**src/rtl/wb_tx_stream_fifo.sv**
```systemverilog
// Wishbone-fed circular word buffer drained onto a valid/ready stream.
// Status/control registers, low-watermark interrupt and sticky overflow for firmware refill.
module wb_tx_stream_fifo #(
  parameter int                   ADDRWIDTH     = 9,
  parameter int                   DATAWIDTH     = 32,
  parameter int                   DEPTH         = 16,
  parameter int                   PTRW          = 4,
  parameter logic [ADDRWIDTH-1:0] BASE_ADR      = 9'h0C0,
  parameter logic [DATAWIDTH-1:0] DEF_REG_VALUE = 32'hFAB_DEF_AC
) (
  input  logic                 WBs_CLK_i,
  input  logic                 WBs_RST_i,
  input  logic [ADDRWIDTH-1:0] WBs_ADR_i,
  input  logic                 WBs_CYC_i,
  input  logic                 WBs_STB_i,
  input  logic                 WBs_WE_i,
  input  logic [3:0]           WBs_BYTE_STB_i,
  input  logic [DATAWIDTH-1:0] WBs_DAT_i,
  output logic [DATAWIDTH-1:0] WBs_DAT_o,
  output logic                 WBs_ACK_o,
  output logic [DATAWIDTH-1:0] M_DATA_o,
  output logic                 M_VALID_o,
  input  logic                 M_READY_i,
  output logic                 IRQ_o
);

  localparam int                   CW         = PTRW + 1;
  localparam logic [CW-1:0]        FULL_CNT   = CW'(DEPTH);
  localparam logic [CW-1:0]        AFULL_CNT  = CW'(DEPTH - 1);
  localparam logic [ADDRWIDTH-1:0] STATUS_ADR = BASE_ADR + ADDRWIDTH'(1);
  localparam logic [ADDRWIDTH-1:0] CTRL_ADR   = BASE_ADR + ADDRWIDTH'(2);

  logic                 ack_q;
  logic [PTRW-1:0]      wr_ptr_q, wr_ptr_d, rd_ptr_q, rd_ptr_d;
  logic [CW-1:0]        count_q, count_d;
  logic                 enable_q, enable_d, irq_en_q, irq_en_d, ovf_q, ovf_d, irq_q, irq_d;
  logic [7:0]           lwm_q, lwm_d;
  logic [DATAWIDTH-1:0] mem_q [DEPTH];

  logic acc, wr, hit_data, hit_status, hit_ctrl;
  logic full, empty, push, pop, ovf_evt, ctrl_b0, ctrl_b1, flush;
  logic [DATAWIDTH-1:0] status_rd, ctrl_rd;
  logic [1:0] unused_bstb;

  assign unused_bstb = WBs_BYTE_STB_i[3:2];

  always_comb begin
    acc        = WBs_CYC_i & WBs_STB_i & ~ack_q;
    wr         = acc & WBs_WE_i;
    hit_data   = (WBs_ADR_i == BASE_ADR);
    hit_status = (WBs_ADR_i == STATUS_ADR);
    hit_ctrl   = (WBs_ADR_i == CTRL_ADR);
    full       = (count_q == FULL_CNT);
    empty      = (count_q == '0);
    M_VALID_o  = enable_q & ~empty;
    pop        = M_VALID_o & M_READY_i;
    // Fullness is judged on the registered count, so a concurrent pop never rescues a push.
    push       = wr & hit_data & ~full;
    ovf_evt    = wr & hit_data & full;
    ctrl_b0    = wr & hit_ctrl & WBs_BYTE_STB_i[0];
    ctrl_b1    = wr & hit_ctrl & WBs_BYTE_STB_i[1];
    flush      = ctrl_b0 & WBs_DAT_i[1];
  end

  always_comb begin
    wr_ptr_d = wr_ptr_q;
    rd_ptr_d = rd_ptr_q;
    count_d  = count_q;
    enable_d = enable_q;
    irq_en_d = irq_en_q;
    lwm_d    = lwm_q;
    ovf_d    = ovf_q;
    if (ctrl_b0) begin
      enable_d = WBs_DAT_i[0];
      irq_en_d = WBs_DAT_i[2];
    end
    if (ctrl_b1) lwm_d = WBs_DAT_i[15:8];
    if (wr & hit_status & WBs_BYTE_STB_i[0] & WBs_DAT_i[3]) ovf_d = 1'b0;
    if (ovf_evt) ovf_d = 1'b1;
    if (flush) begin
      wr_ptr_d = '0;
      rd_ptr_d = '0;
      count_d  = '0;
    end else begin
      if (push) wr_ptr_d = wr_ptr_q + PTRW'(1);
      if (pop)  rd_ptr_d = rd_ptr_q + PTRW'(1);
      count_d = count_q + CW'(push) - CW'(pop);
    end
    irq_d = irq_en_d & ((9'(count_d) <= 9'(lwm_d)) | ovf_d);
  end

  always_ff @(posedge WBs_CLK_i or posedge WBs_RST_i) begin
    if (WBs_RST_i) begin
      ack_q    <= 1'b0;
      wr_ptr_q <= '0;
      rd_ptr_q <= '0;
      count_q  <= '0;
      enable_q <= 1'b0;
      irq_en_q <= 1'b0;
      lwm_q    <= '0;
      ovf_q    <= 1'b0;
      irq_q    <= 1'b0;
    end else begin
      ack_q    <= acc;
      wr_ptr_q <= wr_ptr_d;
      rd_ptr_q <= rd_ptr_d;
      count_q  <= count_d;
      enable_q <= enable_d;
      irq_en_q <= irq_en_d;
      lwm_q    <= lwm_d;
      ovf_q    <= ovf_d;
      irq_q    <= irq_d;
    end
  end

  always_ff @(posedge WBs_CLK_i) begin
    if (push) mem_q[wr_ptr_q] <= WBs_DAT_i;
  end

  always_comb begin
    status_rd        = '0;
    status_rd[0]     = empty;
    status_rd[1]     = full;
    status_rd[2]     = (count_q >= AFULL_CNT);
    status_rd[3]     = ovf_q;
    status_rd[15:8]  = 8'(count_q);
    ctrl_rd          = '0;
    ctrl_rd[0]       = enable_q;
    ctrl_rd[2]       = irq_en_q;
    ctrl_rd[15:8]    = lwm_q;
    if (hit_data)        WBs_DAT_o = '0;
    else if (hit_status) WBs_DAT_o = status_rd;
    else if (hit_ctrl)   WBs_DAT_o = ctrl_rd;
    else                 WBs_DAT_o = DEF_REG_VALUE;
  end

  assign WBs_ACK_o = ack_q;
  assign M_DATA_o  = mem_q[rd_ptr_q];
  assign IRQ_o     = irq_q;

endmodule

```
**config.mk**
```make
export PLATFORM = sky130hd
export DESIGN_NAME = wb_tx_stream_fifo
export DESIGN_NICKNAME = d
export VERILOG_FILES = /design/src/rtl/wb_tx_stream_fifo.sv
export SDC_FILE = /design/constraint.sdc
export NUM_CORES = 1
export LEC_CHECK = 0
export ABC_AREA = 1
export BUFFER_PORTS_ARGS = -buffer_cell sky130_fd_sc_hd__clkbuf_2
export CAP_MARGIN = 20
export CORE_MARGIN = 1
export CORE_UTILIZATION = 45
export DETAILED_ROUTE_END_ITERATION = 8
export GPL_ROUTABILITY_DRIVEN = 0
export PLACE_DENSITY = 0.73
export SYNTH_ARGS = -nofsm -noshare
export SYNTH_HDL_FRONTEND = slang
export SYNTH_SLANG_ARGS = --single-unit
```
**constraint.sdc**
```tcl
create_clock -name WBs_CLK_i -period 4.05 [get_ports WBs_CLK_i]
set_input_delay 0.81 -clock WBs_CLK_i [delete_from_list [all_inputs] [get_ports WBs_CLK_i]]
set_output_delay 0.81 -clock WBs_CLK_i [all_outputs]
set_load 0.01 [all_outputs]
```
== Yosys cells after proc, flatten, opt, wreduce, memory -nomap -nowiden ==
Memories as Yosys holds them, arrays and structs flattened.
Cells that the tools add are included.
Widths: inputs -> output; s select.

* Flip-flop bits (word level): 26
* Word-level logic and storage cells: 57
* Bits in writable memories: 512
* Memories: 1
* Input port bits: 51
* Output and inout bits: 67

* Multiplexer cells: 14
* Magnitude comparators: 2
* Equal/unequal tests: 4
* $add $sub $neg: 4
* Reductions and logical operators: 3
* Bitwise gates (word level): 20

{| class="wikitable"
|+ Memories
! memory !! depth !! width !! rd ports !! clocked after memory_dff !! write ports !! line !! RTL
|-
| mem_q || 16 || 32 || 1 || 0 || 1 || 38 || <nowiki>logic [DATAWIDTH-1:0] mem_q [DEPTH];</nowiki>
|}

{| class="wikitable"
|+ Operators with widths
! cell !! count
|-
| $mux 32 || 3
|-
| $eq 9x8->1 const B || 3
|-
| $and 1x1->1 || 16
|-
| $mux 4 || 4
|-
| $add 4x1->4 const B || 2
|-
| $le 5x8->1 || 1
|-
| $mux 8 || 1
|-
| $add 5x1->5 || 1
|-
| $eq 5x5->1 const B || 1
|-
| $ge 5x4->1 const B || 1
|-
| $logic_not 5->1 || 1
|-
| $mux 1 || 5
|-
| $mux 5 || 1
|-
| $sub 5x1->5 || 1
|-
| $reduce_bool 2->1 || 2
|-
| $not 1->1 || 3
|-
| $or 1x1->1 || 1
|}

== Logic depth before layout (Yosys ltp) ==
Gate-level depths: netlist of run 1.

* Word-level depth: 11
* Depth in mapped cells: 27

== Worst setup path before layout of run 1 ==
Ideal clock, no wire load.

* Kind: input to register
* Start: input WBs_ADR_i[8]
* End: register irq_q (netlist: IRQ_o)
* Buffers on the path: 0
* Stages on the path: 20
* Slack: 0.382 ns
* Data arrival time: 3.542 ns
* Cell sequence: nor2_1 nand3_1 nor2_2 nand3_2 ha_1 inv_1 ha_1 fa_1 a21oi_1 o21bai_1 or2_2 nand3_1 inv_1 ha_1 nand4_1 nand2_1 nor2_1 nand2_1 nor2_1 nor2_1

* Word-level cells in the longest chain between the ends: 9
* Elaborated cells between the ends (all ways): 23

{| class="wikitable"
|+ Ends and longest elaborated chain
! what !! line !! RTL
|-
| start, declared || 13 || <nowiki>input logic [ADDRWIDTH-1:0] WBs_ADR_i,</nowiki>
|-
| $eq 9x8->1 || 50 || <nowiki>hit_data = (WBs_ADR_i == BASE_ADR);</nowiki>
|-
| $and 1x1->1 (2 in a row) || 58 || <nowiki>push = wr & hit_data & ~full;</nowiki>
|-
| $add 5x1->5 || 87 || <nowiki>count_d = count_q + CW'(push) - CW'(pop);</nowiki>
|-
| $sub 5x1->5 || 87 ||
|-
| $mux 5 (*) || 80 || <nowiki>if (flush) begin</nowiki>
|-
| net count_d[4] || 35 || <nowiki>logic [CW-1:0] count_q, count_d;</nowiki>
|-
| $le 5x8->1 (*) || 89 || <nowiki>irq_d = irq_en_d & ((9'(count_d) <= 9'(lwm_d)) | ovf_d);</nowiki>
|-
| $or 1x1->1 (*) || 89 ||
|-
| $and 1x1->1 (*) || 89 ||
|-
| net irq_d || 36 || <nowiki>logic enable_q, enable_d, irq_en_q, irq_en_d, ovf_q, ovf_d, irq_q, irq_d;</nowiki>
|-
| end signal, assigned || 112 || <nowiki>irq_q <= irq_d;</nowiki>
|-
| end, declared || 36 ||
|}

Mark *: on every way through the listed nets, which the timed path passes. The rest lies on a longest branch.
A chain may end at the register's enable or synchronous reset.

== Worst setup path in the final report of run 1 ==
* Start: register count_q[3]
* End: register irq_q (netlist: IRQ_o)

* Word-level cells in the longest chain between the ends: 9
* Elaborated cells between the ends (all ways): 15

{| class="wikitable"
|+ Ends and longest elaborated chain
! what !! line !! RTL
|-
| start, declared || 35 ||
|-
| start signal, assigned || 107 || <nowiki>count_q <= count_d;</nowiki>
|-
| $eq 5x5->1 / $logic_not 5->1 (equally long branches) || 53, 54 ||
|-
| $not 1->1, on equally long branches || 58, 55 ||
|-
| $and 1x1->1, on equally long branches || 58, 55 ||
|-
| $add 5x1->5 / $and 1x1->1 (equally long branches) || 87, 56 ||
|-
| $sub 5x1->5 (*) || 87 ||
|-
| $mux 5 (*) || 80 ||
|-
| net count_d[4] || 35 ||
|-
| $le 5x8->1 (*) || 89 ||
|-
| $or 1x1->1 (*) || 89 ||
|-
| $and 1x1->1 (*) || 89 ||
|-
| net irq_d || 36 ||
|}

Marked as above.

==> qor.json, run 1 <==
{
  "outcome": "completed",
  "antenna_found_initial": 2,
  "path_common_cell": "sky130_fd_sc_hd__inv_1",
  "rsz0062_at_grt": "false",
  "cap_violations": 0,
  "post_cts_clock_slew_at_the_launch_and_capture_registers_of_the_worst_setup_and_hold_paths_ps": 60,
  "post_syn_area_per_cell_um2": 13.5,
  "slew_headroom": 0.243,
  "vdd_drop_max_uv": 398,
  "numCtsBuffers": 52,
  "ant_nets": 0,
  "die_w_um": 223,
  "worst-slew-pin-transition_ps": 1140,
  "worstPathRequired_ps": 4520,
  "power_per_cell_area_mw_per_mm2": 455,
  "detail_route.vias_per_cell": 5.71,
  "mappedNetlistArea_mm2": 0.0220,
  "drt_first_iter_violations": 1602,
  "tns_ps": 0,
  "max_freq_mhz": 272,
  "power.static_leakage_nw": 8.28,
  "largest_net_degree_at_the_start_of_global_routing": 190,
  "setup-violations-final": 0,
  "cts.sinks": 538,
  "r2r_setup_slack_ps": 370,
  "detail_route.first_pass.iterations": 7,
  "finalHoldWorstSlack_ps": 118,
  "synth.ff_latch_count": 538,
  "share_comb_of_total_power": 0.046,
  "placed_cells_incl_taps": 2281,
  "finalMaxSlewViolations": 0,
  "crit_path_end_kind": "flip-flop",
  "detailedPlacementHpwl_um": 27700,
  "drt-wirelength-per-cell_um": 21.8,
  "floorplan.core_area_mm2": 0.0480,
  "switching_share": 0.212,
  "share_of_synthesized_cell_area_in_full_adder_half_adder_and_majority_cells": 0.0117,
  "drive_above_1_share": 0.146,
  "number_of_ports_placed_on_the_die_boundary": 118,
  "cts_post_setup_buffers_inserted": 0,
  "fp.dieH_um": 223,
  "timing_worst_setup_path_type": "reg2reg",
  "worst_r2r_endpoint": "IRQ_o$_DFF_PP0_",
  "worstPathCellList": "inv_1 > ha_1 > nand4_1 > nand2_1 > inv_1 > nand2_2 > inv_1 > ha_1 > inv_1 > ha_1 > fa_2 > a21oi_1 > o21bai_1 > or2_2 > nand3_1 > inv_1 > ha_1 > nand4_1 > nand2_1 > nor2_1 > nand2_1 > nor2_1 > nor2_1",
  "compound_cell_area_share_of_the_yosys_netlist": 0.103,
  "globalRouteOverflowTotal": 0,
  "post_route_clock_period_utilization": 0.908,
  "synth-xor-area-share": 0.000398,
  "cts_max_level": 2,
  "post_synth_and_or_nand_nor_area_fraction": 0.0813,
  "cts-root-to-sink-buffers": 3,
  "power.share.clock": 0.414,
  "timing_hold_violations_final": 0,
  "first_global_vias": 13500,
  "cts_root_buffer": "sky130_fd_sc_hd__clkbuf_16",
  "cts_tree": "done",
  "worst-endpoint-arrival_ps": 4140,
  "netSwitchingPower_mw": 2.41,
  "cts-hold-fix-buffers": 0,
  "synthMuxAreaShare": 0.0323,
  "placementRows": 80,
  "tot_gr_track_use": 0.210,
  "worst_path_largest_cell_delay_ps": 410,
  "postCtsResizedCells": 0,
  "clock-skew-final_ps": 9.49,
  "fillerInstances": 3932,
  "ff2ff_path_depth": 23,
  "num_vias": 13600,
  "main_combinational_cell_family_by_area_after_synthesis": "compound AO/OA/AOI/OAI gates",
  "drt_drc_violations_left": 0,
  "port_buffers": 109,
  "synth.yosys.warnings": 0,
  "min_path_type": "in2async",
  "relative_contribution_of_sequential_cells_to_total_power": 0.539,
  "synth_cells": 1634,
  "reg2reg_from": "count_q[3]$_DFF_PP0_",
  "grt_first_pass_wirelength_um": 78800,
  "die_area_mm2": 0.0498,
  "layout.nets": 1792,
  "design_power_total_mw": 11.4,
  "min_period_ps": 3680,
  "crit_slowest_cell": "sky130_fd_sc_hd__dfrtp_1",
  "final_worst_path_setup_slack_ps": 375,
  "finished_layout_cells": 2379,
  "drt_wl_total_um": 51800,
  "power_report.internal_total_mw": 8.95,
  "pre_cts_worst_setup_slack_ps": 57.3,
  "clock_insertion_delay_worst_skew_ps": 600,
  "floorplan.initialDensity": 0.458,
  "worstPathMaxFanout": 4,
  "synth.distinct_cells": 37,
  "synth_sequential_area_ratio": 0.728,
  "category_of_the_worst_setup_path_launch_point": "flip-flop",
  "area_delta_synth_final_pct": 13.4,
  "critPathLaunch": "count_q[3]$_DFF_PP0_"
}
routing by layer:
| metal | GRT usage | routed length, µm | vias to the layer above |
|---|---|---|---|
| met1 | 0.277 | 21400 | 6734 |
| met5 | 0 | 11 | - |
| met3 | 0.0369 | 3570 | 119 |
| met2 | 0.343 | 25100 | 520 |
| li1 | - | - | 6216 |
| met4 | 0.0874 | 1790 | 2 |
registers in the layout, indices dropped and copies added (netlist names):
| signal | cells |
|---|---|
| IRQ_o | 1 |
| WBs_ACK_o | 1 |
| count_q | 5 |
| enable_q | 1 |
| irq_en_q | 1 |
| lwm_q | 8 |
| mem_q | 512 |
| ovf_q | 1 |
| rd_ptr_q | 4 |
| wr_ptr_q | 4 |
area by class of cell:
| type | count | area (µm²) | share of cell area |
|---|---|---|---|
| Multi-Input combinational cell | 910 | 5190 | 0.208 |
| Antenna cell | 1 | 2.50 | 0.000100 |
| Clock inverter | 32 | 285 | 0.0114 |
| Clock buffer | 64 | 1370 | 0.0548 |
| Sequential cell | 538 | 16000 | 0.643 |
| Inverter | 72 | 275 | 0.0110 |
| Tap cell | 615 | 769 | 0.0308 |
| Timing Repair Buffer | 147 | 1030 | 0.0411 |
cells in the mapped netlist, drive strengths merged:
library cell / count / area, µm²
a211oi: 1 / 7.51
a21oi: 8 / 40.0
a221oi: 1 / 8.76
a22o: 1 / 8.76
buf: 63 / 450
clkbuf: 56 / 221
clkinv: 2 / 7.51
conb: 1 / 3.75
dfrtp: 26 / 651
edfxtp: 512 / 15400
fa: 1 / 20.0
ha: 19 / 238
inv: 70 / 265
mux2: 1 / 11.3
mux2i: 70 / 701
nand2: 92 / 345
nand3: 52 / 265
nand3b: 1 / 7.51
nand4: 11 / 75.1
nor2: 286 / 1080
nor3: 2 / 10.0
o211ai: 58 / 435
o21ai: 223 / 1120
o21bai: 1 / 7.51
o221ai: 74 / 648
or2: 1 / 6.26
xor2: 1 / 8.76
worst max-delay path by stage:
stage,end
2_1_floorplan,IRQ_o$_DFF_PP0_
3_3_place_gp,IRQ_o$_DFF_PP0_
3_5_place_dp,IRQ_o$_DFF_PP0_
4_1_cts,IRQ_o$_DFF_PP0_
5_1_grt,IRQ_o$_DFF_PP0_
6_report,IRQ_o$_DFF_PP0_
metrics by stage:
stage	instance area, µm²	utilization
after detailed placement	23300	0.484
after floorplan	22000	-
after global placement	23300	0.484
after CTS	24900	0.519
final	25000	0.519
after global routing	25000	0.519
cells by family (layout without fill, tap and decap cells):
logic type,after synthesis,count (layout)
fa+ha+maj,20,20
simple gates,445,445
compound gates,367,367
xor+xnor,1,1
flops,538,538
mux,71,71
buf+inv,191,315
other cells,1,7
worst max-delay path, delay by kind of cell, from the launching register on:
kind | cells | cell delay (ps)
AO/OA/AOI/OAI | 2 | 250
adder cells (fa/ha/maj) | 5 | 1370
buffers and inverters | 5 | 390
flip-flops | 1 | 410
AND/OR/NAND/NOR | 11 | 1140
layout by cell type, fill, tap and decap left out, types with 3 or more instances in the layout:
cell type,count
sky130_fd_sc_hd__edfxtp_1,512
sky130_fd_sc_hd__nor2_1,267
sky130_fd_sc_hd__o21ai_0,211
sky130_fd_sc_hd__clkbuf_2,109
sky130_fd_sc_hd__nand2_1,91
sky130_fd_sc_hd__o221ai_1,74
sky130_fd_sc_hd__mux2i_1,70
sky130_fd_sc_hd__inv_1,66
sky130_fd_sc_hd__o211ai_1,58
sky130_fd_sc_hd__clkbuf_16,53
sky130_fd_sc_hd__nand3_1,51
sky130_fd_sc_hd__buf_4,23
sky130_fd_sc_hd__dfrtp_1,21
sky130_fd_sc_hd__ha_1,19
sky130_fd_sc_hd__nor2_4,16
sky130_fd_sc_hd__buf_12,14
sky130_fd_sc_hd__clkinv_2,13
sky130_fd_sc_hd__o21ai_1,12
sky130_fd_sc_hd__clkbuf_1,11
sky130_fd_sc_hd__nand4_1,10
sky130_fd_sc_hd__clkinv_1,10
sky130_fd_sc_hd__a21oi_1,8
sky130_fd_sc_hd__conb_1,6
sky130_fd_sc_hd__bufinv_16,4
sky130_fd_sc_hd__nor2_2,3
sky130_fd_sc_hd__inv_2,3
sky130_fd_sc_hd__clkinv_4,3
sky130_fd_sc_hd__dfrtp_4,3
power by group through the flow:
stage	clock network, mW	logic, mW	registers, mW
final	4.71	0.528	6.13
after global routing	4.97	0.593	6.13
after CTS	4.77	0.523	6.13
after detailed placement	0	0.521	6.24
after global placement	0	0.502	6.24
after floorplan	0	0.344	6.24
No activity file was read; power rests on OpenSTA's default activity.
==> inputs of run 2 (changes only) <==
==> constraint.sdc (replaced) <==
create_clock -name WBs_CLK_i -period 4.05 [get_ports WBs_CLK_i]
set_input_delay 0.81 -clock WBs_CLK_i [delete_from_list [all_inputs] [get_ports WBs_CLK_i]]
set_output_delay 0.81 -clock WBs_CLK_i [all_outputs]
set_load 0.02 [all_outputs]
==> qor.json, run 2 (same netlist as run 1, synthesis figures left out) <==
{
  "worstPathCellList": "buf_4 > o21ai_0 > o221ai_1 > nand3_1 > nand2_1 > clkbuf_2",
  "clock-skew-final_ps": 27.1,
  "slew_headroom": 0.397,
  "final-seq-area_mm2": 0.0160,
  "drt_drc_violations_left": 0,
  "max_freq_mhz": 258,
  "post_route_clock_period_utilization": 0.955,
  "timing_hold_violations_final": 0,
  "pre_cts_worst_setup_slack_ps": 21.9,
  "total_buffers_and_inverters_traversed_by_the_critical_path": 2,
  "min_period_ps": 3870,
  "floorplan.initialDensity": 0.458,
  "finalHoldWorstSlack_ps": 111,
  "detail_route.vias_per_cell": 5.75,
  "cts.sinks": 538,
  "drt_wl_total_um": 51400,
  "finalMaxSlewViolations": 0,
  "placementRows": 80,
  "layout.cells.most_common": "sky130_fd_sc_hd__edfxtp_1",
  "first_global_vias": 13400,
  "detailedPlacementHpwl_um": 26900,
  "cts_post_setup_buffers_inserted": 0,
  "worst-endpoint-arrival_ps": 3060,
  "fillerInstances": 3918,
  "worst-slew-pin-transition_ps": 898,
  "tot_gr_track_use": 0.207,
  "timing_worst_setup_path_type": "reg2out",
  "number_of_ports_placed_on_the_die_boundary": 118,
  "largest_net_degree_at_the_start_of_global_routing": 158,
  "worst_path_dominant_cell_family": "buffers and inverters",
  "power_per_cell_area_mw_per_mm2": 457,
  "die_w_um": 223,
  "die_area_mm2": 0.0498,
  "cap_violations": 0,
  "grt_first_pass_wirelength_um": 78300,
  "antenna_found_initial": 1,
  "detail_route.first_pass.iterations": 5,
  "largest_register_ff_count": 512,
  "power.static_leakage_nw": 8.26,
  "cts_root_buffer": "sky130_fd_sc_hd__clkbuf_16",
  "drt_first_iter_violations": 1455,
  "worst_path_largest_cell_delay_ps": 760,
  "globalRouteOverflowTotal": 0,
  "drive_above_1_share": 0.141,
  "register_name_with_the_most_flops": "mem_q",
  "cts-root-to-sink-buffers": 3,
  "cts_max_level": 2,
  "category_of_the_worst_setup_path_launch_point": "flip-flop",
  "setup-violations-final": 0,
  "min_path_type": "in2async",
  "clock_insertion_delay_worst_skew_ps": 610,
  "drt-wirelength-per-cell_um": 21.6,
  "biggest_regs": "mem_q x512, lwm_q x8, count_q x5",
  "post_cts_clock_slew_at_the_launch_and_capture_registers_of_the_worst_setup_and_hold_paths_ps": 60,
  "worstPathRequired_ps": 3240,
  "fp.dieH_um": 223,
  "crit_slowest_cell": "sky130_fd_sc_hd__dfrtp_4",
  "numCtsBuffers": 53,
  "ant_nets": 0,
  "design_power_total_mw": 11.4,
  "crit_path_end_kind": "output pin",
  "floorplan.core_area_mm2": 0.0480,
  "outcome": "completed",
  "final_worst_path_setup_slack_ps": 180,
  "tns_ps": 0,
  "final_cell_mix": "sky130_fd_sc_hd__edfxtp_1, sky130_fd_sc_hd__nor2_1, sky130_fd_sc_hd__o21ai_0",
  "vdd_drop_max_uv": 378,
  "layout.nets": 1790,
  "num_vias": 13700,
  "worstPathMaxFanout": 66,
  "area_delta_synth_final_pct": 13.2,
  "num_antenna_cells": 0,
  "port_buffers": 109,
  "cts_tree": "done",
  "combined_area_of_the_multi_input_logic_cells_mm2": 0.00519,
  "rsz0062_at_grt": "false"
}
[run 2: cell count changes in the layout (fill, tap and decap cells not counted), sizes merged]
cell	previous run	this run
clkinv	26	27
buf	38	35
diode	1	0
[run 2: worst paths after layout]
| path | startpoint | end | slack [ps] | cells after the start |
|---|---|---|---|---|
| worst max register to register | count_q[3]$_DFF_PP0_ | IRQ_o$_DFF_PP0_ | 360 | 24 |
| max in group asynchronous | WBs_RST_i | rd_ptr_q[1]$_DFFE_PP0P_ | 3520 | 3 |
| worst min-delay path | WBs_RST_i | count_q[4]$_DFF_PP0_ | 110 | 2 |
| min in group WBs_CLK_i | WBs_STB_i | WBs_ACK_o$_DFF_PP0_ | 450 | 3 |
| worst min register to register | ovf_q$_DFF_PP0_ | ovf_q$_DFF_PP0_ | 530 | 2 |
| worst max-delay path | rd_ptr_q[0]$_DFFE_PP0P_ | M_DATA_o[14] | 180 | 6 |
[run 2: timing repair]
item | in CTS | in global routing
gates resized for setup | 0 | 2
setup endpoints to repair | 0 | 1
hold buffers | 0 | 0
[run 2: worst register-to-register path: stages (launching register included)]
cell and delay (ps):
sky130_fd_sc_hd__dfrtp_1 400, sky130_fd_sc_hd__inv_1 120, sky130_fd_sc_hd__ha_1 190, sky130_fd_sc_hd__nand4_1 130, sky130_fd_sc_hd__nand2_1 80, sky130_fd_sc_hd__inv_1 50
sky130_fd_sc_hd__nand2_2 110, sky130_fd_sc_hd__inv_1 110, sky130_fd_sc_hd__ha_1 290, sky130_fd_sc_hd__inv_1 40, sky130_fd_sc_hd__ha_1 200, sky130_fd_sc_hd__fa_2 400
sky130_fd_sc_hd__a21oi_1 160, sky130_fd_sc_hd__o21bai_1 80, sky130_fd_sc_hd__or2_2 280, sky130_fd_sc_hd__nand3_1 80, sky130_fd_sc_hd__inv_1 80, sky130_fd_sc_hd__ha_1 300
sky130_fd_sc_hd__nand2_1 60, sky130_fd_sc_hd__nand2_1 50, sky130_fd_sc_hd__nand2_1 60, sky130_fd_sc_hd__nor2_1 110, sky130_fd_sc_hd__nand2_1 60, sky130_fd_sc_hd__nor2_1 100
sky130_fd_sc_hd__nor2_1 50
[run 2: layout make-up]
class / count / share of cell area
Tap cell: 615 / 0.0309
Multi-Input combinational cell: 910 / 0.208
Sequential cell: 538 / 0.644
Timing Repair Buffer: 144 / 0.0393
Clock buffer: 64 / 0.0549
Inverter: 72 / 0.0110
Clock inverter: 33 / 0.0121
[run 2: power breakdown]
group,switching [mW],internal [mW],leakage (nW)
sequential,0.0240,6.11,4.87
clock,2.05,2.67,0.812
combinational,0.363,0.176,2.58
[run 2: per-layer routing]
metal	share of wire	GRT usage	wire, µm	vias to the layer above
met5	0.00021	0	11	-
met4	0.025	0.0703	1260	2
met3	0.068	0.0337	3510	91
met2	0.49	0.343	25200	539
met1	0.42	0.279	21400	6818
li1	-	-	-	6216
[run 2: per-stage QoR]
stage	cell area (µm²)	utilization	std cells
2_1_floorplan	22000	-	1639
3_3_place_gp	23200	0.483	2278
3_5_place_dp	23200	0.483	2278
4_1_cts	24900	0.518	2375
5_1_grt	24900	0.519	2376
6_report	24900	0.519	2376
==> inputs of run 3 (changes only) <==
==> constraint.sdc (replaced) <==
create_clock -name WBs_CLK_i -period 4.4 [get_ports WBs_CLK_i]
set_input_delay 0.88 -clock WBs_CLK_i [delete_from_list [all_inputs] [get_ports WBs_CLK_i]]
set_output_delay 0.88 -clock WBs_CLK_i [all_outputs]
set_load 0.02 [all_outputs]
==> qor.json, run 3 (same netlist as run 1, synthesis figures left out) <==
{
  "post_route_clock_period_utilization": 0.868,
  "placementRows": 80,
  "largest_register_ff_count": 512,
  "num_vias": 13600,
  "combined_area_of_the_multi_input_logic_cells_mm2": 0.00518,
  "cts_tree": "done",
  "worstPathMaxFanout": 94,
  "layout.cells.most_common": "sky130_fd_sc_hd__edfxtp_1",
  "timing_hold_violations_final": 0,
  "final_util": 0.519,
  "post_cts_clock_slew_at_the_launch_and_capture_registers_of_the_worst_setup_and_hold_paths_ps": 60,
  "outcome": "completed",
  "worstPathRequired_ps": 3520,
  "cts_post_setup_buffers_inserted": 0,
  "clock-skew-final_ps": 24.6,
  "vdd_drop_max_uv": 546,
  "area_delta_synth_final_pct": 13.4,
  "final_cell_mix": "sky130_fd_sc_hd__edfxtp_1, sky130_fd_sc_hd__nor2_1, sky130_fd_sc_hd__o21ai_0",
  "cts_max_level": 2,
  "postCtsResizedCells": 0,
  "final-seq-area_mm2": 0.0160,
  "reg2reg_from": "count_q[2]$_DFF_PP0_",
  "placedInstanceArea_mm2": 0.0232,
  "design_area_mm2": 0.0250,
  "cts_root_buffer": "sky130_fd_sc_hd__clkbuf_16",
  "placed_cells_incl_taps": 2281,
  "floorplan.core_area_mm2": 0.0480,
  "layout.nets": 1794,
  "cap_violations": 0,
  "power_per_cell_area_mw_per_mm2": 421,
  "cts-hold-fix-buffers": 0,
  "category_of_the_worst_setup_path_launch_point": "flip-flop",
  "grt_first_pass_wirelength_um": 76900,
  "setup-violations-final": 0,
  "floorplan.initialDensity": 0.458,
  "r2r_setup_slack_ps": 580,
  "detail_route.vias_per_cell": 5.74,
  "finalMaxSlewViolations": 0,
  "min_path_type": "in2async",
  "fillerInstances": 3922,
  "antenna_found_initial": 2,
  "drt-wirelength-per-cell_um": 21.6,
  "die_w_um": 223,
  "timing_worst_setup_path_type": "reg2out",
  "finished_layout_cells": 2379,
  "tot_gr_track_use": 0.205,
  "rsz0062_at_grt": "false",
  "power.static_leakage_nw": 8.28,
  "first_global_vias": 13200,
  "drt_first_iter_violations": 1181,
  "drt_wl_total_um": 51500,
  "globalRouteOverflowTotal": 0,
  "worst-endpoint-arrival_ps": 2940,
  "ff2ff_path_depth": 23,
  "design_power_total_mw": 10.5,
  "cts.sinks": 538,
  "largest_net_degree_at_the_start_of_global_routing": 165,
  "ant_nets": 0,
  "crit_path_end_kind": "output pin",
  "fp.dieH_um": 223,
  "drive_above_1_share": 0.143,
  "detailedPlacementHpwl_um": 27700,
  "worst_r2r_endpoint": "IRQ_o$_DFF_PP0_",
  "biggest_regs": "mem_q x512, lwm_q x8, count_q x5",
  "slew_headroom": 0.249,
  "port_buffers": 109,
  "worst-slew-pin-transition_ps": 1130,
  "min_period_ps": 3820,
  "max_freq_mhz": 262,
  "tns_ps": 0,
  "register_name_with_the_most_flops": "mem_q",
  "clock_insertion_delay_worst_skew_ps": 600,
  "drt_drc_violations_left": 0,
  "die_area_mm2": 0.0498,
  "cts-root-to-sink-buffers": 3,
  "number_of_ports_placed_on_the_die_boundary": 118,
  "detail_route.first_pass.iterations": 5,
  "numCtsBuffers": 53
}
==> run 3: changes by cell type in the layout (fill, tap and decap cells not counted), sizes merged <==
cell    previous run  this run
inv               72        71
clkinv            27        26
diode              0         1
buf               35        39
==> run 3: critical path: stages, from the launching register on <==
cell                       delay [ps]
sky130_fd_sc_hd__dfrtp_4          460
sky130_fd_sc_hd__buf_4            850
sky130_fd_sc_hd__o21ai_0          240
sky130_fd_sc_hd__o221ai_1         260
sky130_fd_sc_hd__nand3_1          120
sky130_fd_sc_hd__nand2_1          150
sky130_fd_sc_hd__clkbuf_2         200
==> run 3: area by class of cell <==
class | instances | share of cell area
clock inverters | 31 | 0.0114
diodes | 1 | 0.000100
multi-input cells | 910 | 0.208
clock buffers | 64 | 0.0556
inverters | 72 | 0.0110
repair buffers | 148 | 0.0407
flip-flops and latches | 538 | 0.643
well taps | 615 | 0.0308
==> run 3: metrics by stage <==
stage          hold slack [ps]  worst slack [ps]
3_5_place_dp               495               190
5_1_grt                    180               280
6_report                   186               582
2_1_floorplan              462               662
4_1_cts                    498               549
3_3_place_gp               500               269
==> run 3: per-layer routing <==
metal	vias to the layer above	wire length (µm)	global-route usage	share of wire
li1	6221	-	-	-
met2	502	25200	0.342	0.49
met4	2	1580	0.0785	0.031
met5	-	13	0	0.00025
met3	102	3170	0.0346	0.062
met1	6822	21500	0.269	0.42
==> run 3: worst max path at each step <==
stage                                  from         endpoint  slack, ps  cells past startpoint
global route           count_q[2]$_DFF_PP0_  IRQ_o$_DFF_PP0_        280                     23
finish              rd_ptr_q[0]$_DFFE_PP0P_      M_DATA_o[8]        580                      6
detailed placement             WBs_ADR_i[8]  IRQ_o$_DFF_PP0_        190                     21
CTS                 rd_ptr_q[2]$_DFFE_PP0P_      M_DATA_o[2]        550                      5
floorplan                      WBs_ADR_i[8]  IRQ_o$_DFF_PP0_        660                     20
global placement               WBs_ADR_i[8]  IRQ_o$_DFF_PP0_        270                     22
==> run 3: power by group <==
| group | total, mW | internal [mW] | switching, mW |
|---|---|---|---|
| clock | 4.36 | 2.48 | 1.87 |
| sequential | 5.64 | 5.62 | 0.0177 |
| combinational | 0.502 | 0.163 | 0.339 |
